[src/rtl/cpu_ctrl_mc.sv]
// Multi-cycle control FSM for the bitty datapath: decodes d_inst and sequences operand, ALU, writeback and memory steps.
// Optional build macro SIGN_EXT_EN: sign-extend imm8 onto im_d instead of zero-extending it.
module cpu_ctrl_mc #(
  parameter int DATA_W      = 16,
  parameter int REG_COUNT   = 8,
  parameter int MEM_TIMEOUT = 15,
  localparam int MUX_W      = $clog2(REG_COUNT + 3)
) (
  input  logic                 clk,
  input  logic                 reset,
  input  logic                 run,
  input  logic [15:0]          d_inst,
  input  logic                 mem_ack,
  output logic [MUX_W-1:0]     mux_sel,
  output logic [2:0]           sel,
  output logic                 en_s,
  output logic                 en_c,
  output logic [REG_COUNT-1:0] en,
  output logic                 en_inst,
  output logic [DATA_W-1:0]    im_d,
  output logic                 mem_req,
  output logic                 mem_we,
  output logic                 done,
  output logic                 busy,
  output logic                 err,
  output logic [2:0]           state_dbg
);

  // Memory handshake: mem_req stays high through every MEM cycle; the
  // request completes in the first cycle where mem_req=1 and mem_ack=1.
  typedef enum logic [2:0] {
    IDLE = 3'd0,
    OPA  = 3'd1,
    OPB  = 3'd2,
    WB   = 3'd3,
    MEM  = 3'd4,
    DONE = 3'd5
  } state_t;

  localparam int CNT_W = $clog2(MEM_TIMEOUT + 1);
  localparam logic [CNT_W-1:0] LAST    = CNT_W'(MEM_TIMEOUT - 1);
  localparam logic [MUX_W-1:0] SEL_IMM = MUX_W'(REG_COUNT);
  localparam logic [MUX_W-1:0] SEL_DEF = MUX_W'(REG_COUNT + 1);
  localparam logic [MUX_W-1:0] SEL_MEM = MUX_W'(REG_COUNT + 2);

  state_t               state, state_n;
  logic [CNT_W-1:0]     cnt;
  logic [2:0]           rd, rs, op;
  logic [7:0]           imm8;
  logic                 st;
  logic [1:0]           fmt;
  logic [REG_COUNT-1:0] wr_onehot;
  logic                 mem_timeout;

  assign rd   = d_inst[15:13];
  assign rs   = d_inst[12:10];
  assign imm8 = d_inst[12:5];
  assign op   = d_inst[4:2];
  assign st   = d_inst[4];
  assign fmt  = d_inst[1:0];

  // Destinations beyond the implemented register count never get a write strobe.
  assign wr_onehot = (int'(rd) < REG_COUNT) ? (REG_COUNT'(1) << rd) : '0;

`ifdef SIGN_EXT_EN
  assign im_d = {{(DATA_W-8){imm8[7]}}, imm8};
`else
  assign im_d = {{(DATA_W-8){1'b0}}, imm8};
`endif

  // An ack in the final allowed MEM cycle beats the timeout.
  assign mem_timeout = (state == MEM) && !mem_ack && (cnt == LAST);
  assign busy        = (state != IDLE);
  assign state_dbg   = state;

  always_ff @(posedge clk) begin
    if (reset) begin
      state <= IDLE;
      err   <= 1'b0;
      cnt   <= '0;
    end else begin
      state <= state_n;
      cnt   <= (state == MEM && state_n == MEM) ? cnt + CNT_W'(1) : '0;
      if (state == IDLE && run) err <= 1'b0;
      else if (mem_timeout)     err <= 1'b1;
    end
  end

  always_comb begin
    state_n = state;
    mux_sel = SEL_DEF;
    sel     = 3'd0;
    en_s    = 1'b0;
    en_c    = 1'b0;
    en      = '0;
    en_inst = 1'b0;
    mem_req = 1'b0;
    mem_we  = 1'b0;
    done    = 1'b0;
    case (state)
      IDLE: begin
        en_inst = 1'b1;
        if (run) state_n = OPA;
      end
      OPA: begin
        case (fmt)
          2'b00, 2'b01: begin
            en_s    = 1'b1;
            mux_sel = MUX_W'(rd);
            state_n = OPB;
          end
          2'b11: begin
            en_s    = 1'b1;
            mux_sel = MUX_W'(rs);
            state_n = MEM;
          end
          default: state_n = DONE;
        endcase
      end
      OPB: begin
        en_c    = 1'b1;
        sel     = op;
        mux_sel = (fmt == 2'b00) ? MUX_W'(rs) : SEL_IMM;
        state_n = WB;
      end
      WB: begin
        en      = wr_onehot;
        state_n = DONE;
      end
      MEM: begin
        mem_req = 1'b1;
        mem_we  = st;
        mux_sel = st ? MUX_W'(rd) : SEL_MEM;
        if (mem_ack) begin
          if (!st) en = wr_onehot;
          state_n = DONE;
        end else if (cnt == LAST) begin
          state_n = DONE;
        end
      end
      DONE: begin
        done    = 1'b1;
        en_inst = 1'b1;
        state_n = IDLE;
      end
      default: state_n = IDLE;
    endcase
  end

endmodule

[config.mk]
export PLATFORM = sky130hd
export DESIGN_NAME = cpu_ctrl_mc
export DESIGN_NICKNAME = d
export VERILOG_FILES = /design/src/rtl/cpu_ctrl_mc.sv
export SDC_FILE = /design/constraint.sdc
export NUM_CORES = 1
export LEC_CHECK = 0
export CAP_MARGIN = 20
export CORE_MARGIN = 2
export CORE_UTILIZATION = 30
export DETAILED_ROUTE_END_ITERATION = 8
export PLACE_DENSITY = 0.77
export SKIP_LAST_GASP = 1
export SLEW_MARGIN = 20
export SYNTH_ARGS = -nofsm -noshare
export SYNTH_HDL_FRONTEND = slang
export SYNTH_SLANG_ARGS = --single-unit
[constraint.sdc]
create_clock -name clk -period 1.7 [get_ports clk]
set_input_delay 0.34 -clock clk [delete_from_list [all_inputs] [get_ports clk]]
set_output_delay 0.34 -clock clk [all_outputs]
set_load 0.01 [all_outputs]
==> results.md <==
- RR Startpoint: state_dbg[1]
- Worst Reg-to-Reg Cells: 5
- Kind of critical path: reg2out
- Part of the power in combinational logic: 0.532
- Post-DP HPWL: 1.960 mm
- Hold path start: cnt[0]
- Yosys warning count: 0
- Int Power: 497.9 uW
- Fill count: 237
- Initial Util: 0.3183
- DRC: 0
- Area leader, netlist: dfxtp_1
- Hold Path Sink: cnt[0]
- CTS HTree Levels: 1
- Clk_lat worst skew: 260 ps
- Ports: 62
- VDD IR max: 0.0005052 V
- WL met1: 1.053 mm
- # clock sinks: 8
- Outcome: finished, violations left
- Global Route Usage Sum: 0.1628
- Final setup viols: 16
- Final hold violation count: 0
- Post-Place Cells: 189
- Syn Inst Count: 110
- Crit. End Element: primary output
- Clock Skew: between 3 and 4 ps
- Clk slew on worst S/H paths: 60 ps
- Worst hold path cell count: 1
- Count of different cell masters after synthesis: 37
- Max Fanout on Critical Path: 3
- Fmax: approximately 0.49 GHz
- First-pass iteration count of the detailed router: 4
- Register bit count reported by yosys: 8
- Fin crit period: 2046 ps
- Top sig layer: met4
- Async set-or-reset flop fraction in the synthesized netlist: 0
- Hold_ws: 473.2 ps
- Post-Synthesis Cell Area: 795.8 sq um
- Failing checks: negative setup slack
- R2r setup slk: 40 ps
- Area of the multi-input gates: 613.1 sq um
- Clock Path Buffers: 2
- Die height: 55.50 um
- Met3 wire length: 135 um
- Register area share after synthesis: 0.2013
- Die Area: a little over 0.003 sq mm
- N_diodes: 0
- Initial DRC Count: 21
- Synth top area share: 0.2013
- Worst EP arrival: 1710 ps
- GP Congestion: 0.7633
- IO buf count: 43
- Root Buffer: clkbuf_4
- Via density: roughly 5
- Standard-cell row count: 18
- First-pass GRT wire length: between 4 and 5 mm
- DR WL/cell: 13.57 um
- Setup TNS: -3883 ps
- RSZ-0062 raised after global routing: true
- Core Region: 0.002500 sq mm
- Syn-to-layout area delta: 86.63%
- Post-route ant nets: 0
- Antenna violations before repair: 0
- Post-synth EDFFs: 0
- Setup slack after layout: -346.2 ps
- Sw Ratio: 0.3482
- R2R Path End: cnt[2]
- Fin cells: around 210
- CP startpoint: state_dbg[1]
- Synth Flop Type: dfxtp_1
- Leakage: 0.0007236 uW
- Total global routing overflow: 0
- Pre-CTS setup slack: -863.1 ps
- PwrDens: 514.4 mW/mm^2
- Layout cells sized above 1: 0.4743
- Via count: around 1000
- Min-Delay Path Class: reg2reg
- Pins Over Slew Limit: 0
- Total Wirelength: 2.781 mm
- Required time of the critical path: 1360 ps
- Largest net degree at the start of global routing: 17
- Post-CTS Hold Fix Bufs: 0
- Clock Power Share: 0.202
- Max_cap viols: 0
- CP startpoint kind: flop
- Most common cell in the netlist: buf_4
- Met2 Wirelength: about 1.5 mm
- CTS tree: built
- Area contributors post-synth: dfxtp_1 (20%), buf_4 (15%), nor2_1 (6.6%)
- Nets@finish: 199
- CTS buffer count: 3
- Register area: roughly 170 sq um
- Vias in the first global route: 931
- Sequential share of power: 0.266
- Post-Syn Area per Cell: 7.234 sq um
- Net Sw Power: 266.0 uW
- Power Total: 763.9 uW
- Fin crit share: 1.204
- Commonest cells post-synth: buf_4 (16), nor2_1 (14), nand2_1 (10)
- Width of the chip: around 56 um
-- cells by family after synthesis --
group	count (synthesis)	share of synthesized area
other cells	1	0.004712
compound gates	21	0.1997
mux	1	0.01258
buf+inv	25	0.1950
fa+ha+maj	2	0.03144
xor+xnor	1	0.01101
simple gates	51	0.3444
flops	8	0.2013
-- metal layers --
metal | vias to the layer above | track usage
li1 | 501 | -
met1 | 475 | 0.1898
met2 | 35 | 0.2993
met3 | 13 | 0.04918
met4 | 0 | 0.01742
met5 | - | 0
-- critical path, stage by stage, from the launching register on --
cell and delay [ps]:
dfxtp_4 350, or3b_4 400, o32a_1 330, buf_6 140, nor3_2 80, buf_2 150
-- layout by cell type, fill, tap and decap left out, types with 2 or more instances in the layout --
cell,instances
a21oi_1,2
a31o_2,2
and3_1,5
buf_2,14
buf_4,20
buf_6,15
clkbuf_2,4
clkbuf_4,3
clkdlybuf4s50_1,13
conb_1,8
dfxtp_1,5
dfxtp_4,2
dlygate4sd2_1,8
ha_1,2
inv_1,3
nand2_1,9
nand2b_1,6
nor2_1,11
nor2_2,2
nor2b_1,2
nor3_1,2
nor3_2,2
o21ai_0,2
o32a_1,2
-- worst max path at each step --
stage                 end  slack, ps  cells after the start
floorplan           en[4]         -6                      3
global placement    en[0]       -860                      5
detailed placement  en[0]       -860                      5
CTS                 en[4]       -320                      5
global route        en[4]       -450                      5
finish              en[4]       -350                      5
-- metrics by stage --
| step | util | instance area [sq um] |
|---|---|---|
| finish | 0.5941 | 1485 |
| global route | 0.5941 | 1485 |
| CTS | 0.5420 | 1355 |
| detailed placement | 0.5280 | 1320 |
| global placement | 0.5280 | 1320 |
| floorplan | - | 845.8 |
-- area by class of cell --
class	instances	share of cell area
Timing Repair Buffer	75	0.4187
Multi-Input combinational cell	84	0.4128
Sequential cell	8	0.1137
Tap cell	30	0.02527
Clock buffer	3	0.01516
Inverter	5	0.01432
-- power groups by stage --
stage	Combinational (uW)	Sequential [uW]	Clock, uW
4_1_cts	346	205	154
5_1_grt	436	204	174
2_1_floorplan	168	211	0
6_report	406	203	154
3_3_place_gp	340	207	0
3_5_place_dp	344	208	0
-- timing repair --
item                                    4_1_cts  5_1_grt
resized for setup                            92       36
pin swaps                                    11        6
endpoints found under the setup margin       25       23
buffers inserted                              3       10
-- state kept, by name, indices dropped and copies added, names as in the netlist --
| name | cells |
|---|---|
| cnt | 4 |
| state_dbg | 3 |
| err | 1 |
No activity file was read; power rests on OpenSTA's default activity.
==> edit 1: new RTL, config.mk and constraints unchanged <==
Set the parameter `MEM_TIMEOUT` to 17 (it was 15).
--- a/src/rtl/cpu_ctrl_mc.sv
+++ b/src/rtl/cpu_ctrl_mc.sv
@@ -5,3 +5,3 @@
   parameter int REG_COUNT   = 8,
-  parameter int MEM_TIMEOUT = 15,
+  parameter int MEM_TIMEOUT = 17,
   localparam int MUX_W      = $clog2(REG_COUNT + 3)
Formal check against the unedited RTL: same outputs for any inputs over 10 cycles, from zero or initial values and one cycle with reset high; that may be too few to reach the edited logic, so the function may still have changed.
==> edit 1 against the unedited design <==
- combinational power increased by 27%
- worst setup slack better by 0.069 ns
- sequential cell count is 1 higher
- the run ends with design-rule violations, negative setup slack left
- first-iteration DRC count rose by 19%
- final area grew 10%
- clock skew down 0.0020 ns
- area after synthesis grew 13%
- count of clock-buffer cells in the layout grew 1
- non-clock buffer count is 1 lower
- routed wire length grew 12%
- total power increased by 20%
- die area up 12%
- utilization shrank 1.2 points
- clock power rose by 6%
==> edit 1: results (changes against the unedited design) <==
status=finished with violations (unchanged); failing checks=design-rule violations, negative setup slack (was negative setup slack); depth of the worst register-to-register path=7 (was 5); Multi-In Gates=81 (was 84); grt met1 use=0.202 (was 0.190); Arr. time, crit path=1.64 ns (was 1.71 ns); Reg2Reg Setup Slack=-0.10 ns (was 0.04 ns); multi-input logic portion of the cell area=0.440 (was 0.413); Clock Skew=0.00171 ns (was 0.00368 ns); signal buffers share of area=0.379 (was 0.419); Seq/Total Area, Yosys=0.200 (was 0.201); met3 usage=0.0527 (was 0.0492); VDD IR-drop max=0.000395 V (was 0.000505 V); setup ws final=-0.278 ns (was -0.346 ns); pwr dens=563 nW/um2 (was 514 nW/um2); setup violators final=22 (was 16); WL final=3.11 mm (was 2.78 mm); vias in the first global route=975 (was 931); pin count of the biggest net entering global routing=11 (was 17); met2 Usage GRT=0.278 (was 0.299); Synth cell types=39 (was 37); nonclk inv count=11 (was 5); ClkCell Share=0.0161 (was 0.0152); Buffers excl. clock=74 (was 75); post-DP HPWL=2.02 mm (was 1.96 mm); drt first pass iters=6 (was 4); routability cong.=0.785 (was 0.763); drc violations=4 (was 0); #FFs+latches synth=9 (was 8); ranking of synthesized cells by area=dfxtp_1 (20%), buf_4 (14%), nor3_1 (5.5%), nor2b_1 (4.9%), inv_1 (4.6%) (was dfxtp_1 (20%), buf_4 (15%), nor2_1 (6.6%), nand2_1 (4.7%), nand2b_1 (4.7%)); synth cell count leaders=buf_4 (17), inv_1 (11), nor3_1 (10) (was buf_4 (16), nor2_1 (14), nand2_1 (10)); Reg-to-Reg End=state_dbg[0] (was cnt[2]); static leakage=0.749 nW (was 0.724 nW); r2r startpoint=state_dbg[2] (was state_dbg[1]); sequential cell area share=0.116 (was 0.114); DRT iter0 DRCs=25 (was 21); Nets=202 (was 199); Clock power frac=0.178 (was 0.202); CP max stage delay=0.37 ns (was 0.40 ns); global-route wire length before repair=4.33 mm (was 4.15 mm); Sw Pwr=0.327 mW (was 0.266 mW); Largest register FFs=5 (was 4); Fill cells=244 (was 237); Slowest cell on crit path=dfxtp_4 (was or3b_4)
[edit 1: repair_timing]
item	CTS	global route
pin swaps	14	6
gates resized for setup	125	17
buffers inserted	3	5
setup endpoints to repair	33	23
[edit 1: how the worst min path moves through the flow]
stage           start            to  slack, ns  depth (start not counted)
2_1_floorplan   reset  state_dbg[2]       0.40                          1
3_3_place_gp   cnt[0]        cnt[0]       0.46                          1
3_5_place_dp   cnt[0]        cnt[0]       0.49                          1
4_1_cts        cnt[0]        cnt[0]       0.50                          1
5_1_grt        cnt[0]        cnt[0]       0.52                          1
6_report       cnt[0]        cnt[0]       0.49                          1
[edit 1: per-stage QoR]
stage	setup WS, ns	cells	setup TNS [ns]	instance area, um2	utilization
3_5_place_dp	-0.709	198	-12.66	1440	0.512
6_report	-0.278	210	-3.02	1630	0.583
3_3_place_gp	-0.686	198	-11.93	1440	0.512
4_1_cts	-0.231	205	-2.21	1550	0.554
2_1_floorplan	0.000776	124	0	950	-
5_1_grt	-0.321	210	-4.58	1630	0.583
[edit 1: cell families (layout without fill, tap and decap cells)]
family                     after synthesis  after routing  share of synthesized area
DFF                                      9              9                      0.200
xor gates and xnor gates                 3              3                     0.0291
other                                    1              8                    0.00416
muxes                                    1              1                     0.0111
buffers and inverters                   34             89                      0.216
adders and majority gates                2              2                     0.0277
and+or+nand+nor                         44             44                      0.327
AOI/OAI and AO/OA                       23             23                      0.184
[edit 1: routing by layer]
layer / wire length [um] / part of all wire
met5: 0 / 0
met3: 199 / 0.064
met2: 1560 / 0.50
met4: 23 / 0.0074
met1: 1320 / 0.42
[edit 1: worst register-to-register path, stage by stage (launching register included)]
cell	delay, ns
dfxtp_2	0.34
nor3b_4	0.16
buf_6	0.12
buf_4	0.14
buf_6	0.12
buf_4	0.15
a221o_1	0.43
o211a_1	0.24
==> edit 2: new RTL, config.mk and constraints unchanged <==
Without the edit above. Register the output `state_dbg` once more, without a reset; this adds one clock of latency there. The other outputs are not delayed to match.
--- a/src/rtl/cpu_ctrl_mc.sv
+++ b/src/rtl/cpu_ctrl_mc.sv
@@ -73,3 +73,5 @@
   assign busy        = (state != IDLE);
-  assign state_dbg   = state;
+  always_ff @(posedge clk) begin
+    state_dbg <= state;
+  end
 
Behaviour: not the same (Yosys sat finds a counterexample within 4 cycles, from zero or initial values and one cycle with reset high).
==> edit 2 against the unedited design <==
- sequential cell count grew 3
- worst setup slack gained 0.068 ns
- highest routed layer unchanged
- sequential power grew 46%
- first-iteration DRC count shrank 9.5%
- the run ends with design-rule violations, negative setup slack left
- total power grew 35%
- area after synthesis grew 14%
- largest cell class unchanged
- routed wire length grew 5.3%
- final area grew 16%
==> edit 2: results (changes against the unedited design) <==
ranking of synthesized cells by area=dfxtp_1 (24%), buf_4 (13%), nor2_1 (5.4%), a21oi_1 (4.4%), inv_1 (3.3%) (was dfxtp_1 (20%), buf_4 (15%), nor2_1 (6.6%), nand2_1 (4.7%), nand2b_1 (4.7%)); cts repair resizes=101 (was 92); Fill cells=250 (was 237); total track usage=0.162 (was 0.163); DRT iter0 DRCs=19 (was 21); met2 Usage GRT=0.297 (was 0.299); setup ws final=-0.278 ns (was -0.346 ns); n_diodes=0 (unchanged); Nets=212 (was 199); Seq/Total Area, Yosys=0.243 (was 0.201); Placed Cells=195 (was 189); drc violations=2 (was 0); CP Max Fanout=6 (was 3); status=finished with violations (unchanged); postcts setup bufs=13 (was 3); synth cell count leaders=buf_4 (16), nor2_1 (13), dfxtp_1 (11) (was buf_4 (16), nor2_1 (14), nand2_1 (10)); WL met2=1.53 mm (about the same); met3 usage=0.0264 (was 0.0492); drt first pass iters=6 (was 4); grt met1 use=0.184 (was 0.190); WL met1=1.13 mm (was 1.05 mm); Synth cell types=44 (was 37); Clock Skew=0.000507 ns (was 0.00368 ns); fin cells=220 (was 205); static leakage=0.795 nW (was 0.724 nW); setup violators final=21 (was 16); failing checks=design-rule violations, negative setup slack (was negative setup slack); vias in the first global route=1019 (was 931); WL final=2.93 mm (was 2.78 mm); placed cell areas=1400 um2 (was 1320 um2); met3 WL=198 um (was 135 um); VDD IR-drop max=0.000316 V (was 0.000505 V); synthesized area per cell=7.87 um2 (was 7.23 um2); routability cong.=0.840 (was 0.763); dpl ws=-0.867 ns (was -0.863 ns); layout cell share with drive strength beyond 1=0.519 (was 0.474); global-route wire length before repair=4.40 mm (was 4.15 mm); post-DP HPWL=2.02 mm (was 1.96 mm); Arr. time, crit path=1.64 ns (was 1.71 ns)
## edit 2: cell types whose count changed in the layout (fill, tap and decap cells not counted), moves of 3 or more
cell / delta
a21oi_1: +4
buf_4: +11
and3_4: +3
inv_1: +5
nand2b_1: -3
clkbuf_2: -3
nand2_1: -5
and3_1: -4
dfxtp_1: +3
## edit 2: metrics by stage
step	utilization	TNS, ns
global placement	0.499	-9.54
floorplan	-	0
CTS	0.558	-3.38
finish	0.614	-3.31
global route	0.614	-4.71
detailed placement	0.499	-10.44
## edit 2: critical path: stages, from the launching register on
cell	delay (ns)
dfxtp_2	0.37
inv_4	0.04
or3_4	0.41
inv_6	0.10
a32oi_4	0.06
buf_6	0.15
nor3_4	0.10
buf_2	0.15
## edit 2: worst paths after layout
kind | from | endpoint | slack (ns) | depth (start not counted)
worst max register to register | state[2] | err | 0.22 | 7
worst max-delay path | state[2] | en[4] | -0.28 | 7
worst min-delay path | cnt[3] | cnt[3] | 0.52 | 2
worst min register to register | cnt[3] | cnt[3] | 0.52 | 2
## edit 2: cell type report
class	count	area (um2)	share of cell area
timing repair buffer	84	713	0.414
multi-input combinational	80	669	0.389
sequential	11	229	0.133
inverter	10	45.0	0.0262
tap	31	38.8	0.0225
clock buffer	4	26.3	0.0153
## edit 2: report_power, final
part	internal (mW)	switching (mW)	total, mW
logic	0.317	0.241	0.558
registers	0.277	0.0200	0.297
clock network	0.0908	0.0846	0.175
total	0.685	0.346	1.03
## edit 2: cell families (layout without fill, tap and decap cells)
kind of cell | after synthesis | after routing | share of synthesized area
muxes | 2 | 2 | 0.0221
adders and majority gates | 2 | 2 | 0.0277
AOI/OAI and AO/OA | 24 | 24 | 0.205
and+or+nand+nor | 44 | 44 | 0.282
other | 1 | 8 | 0.00415
buffers and inverters | 31 | 98 | 0.216
DFF | 11 | 11 | 0.243
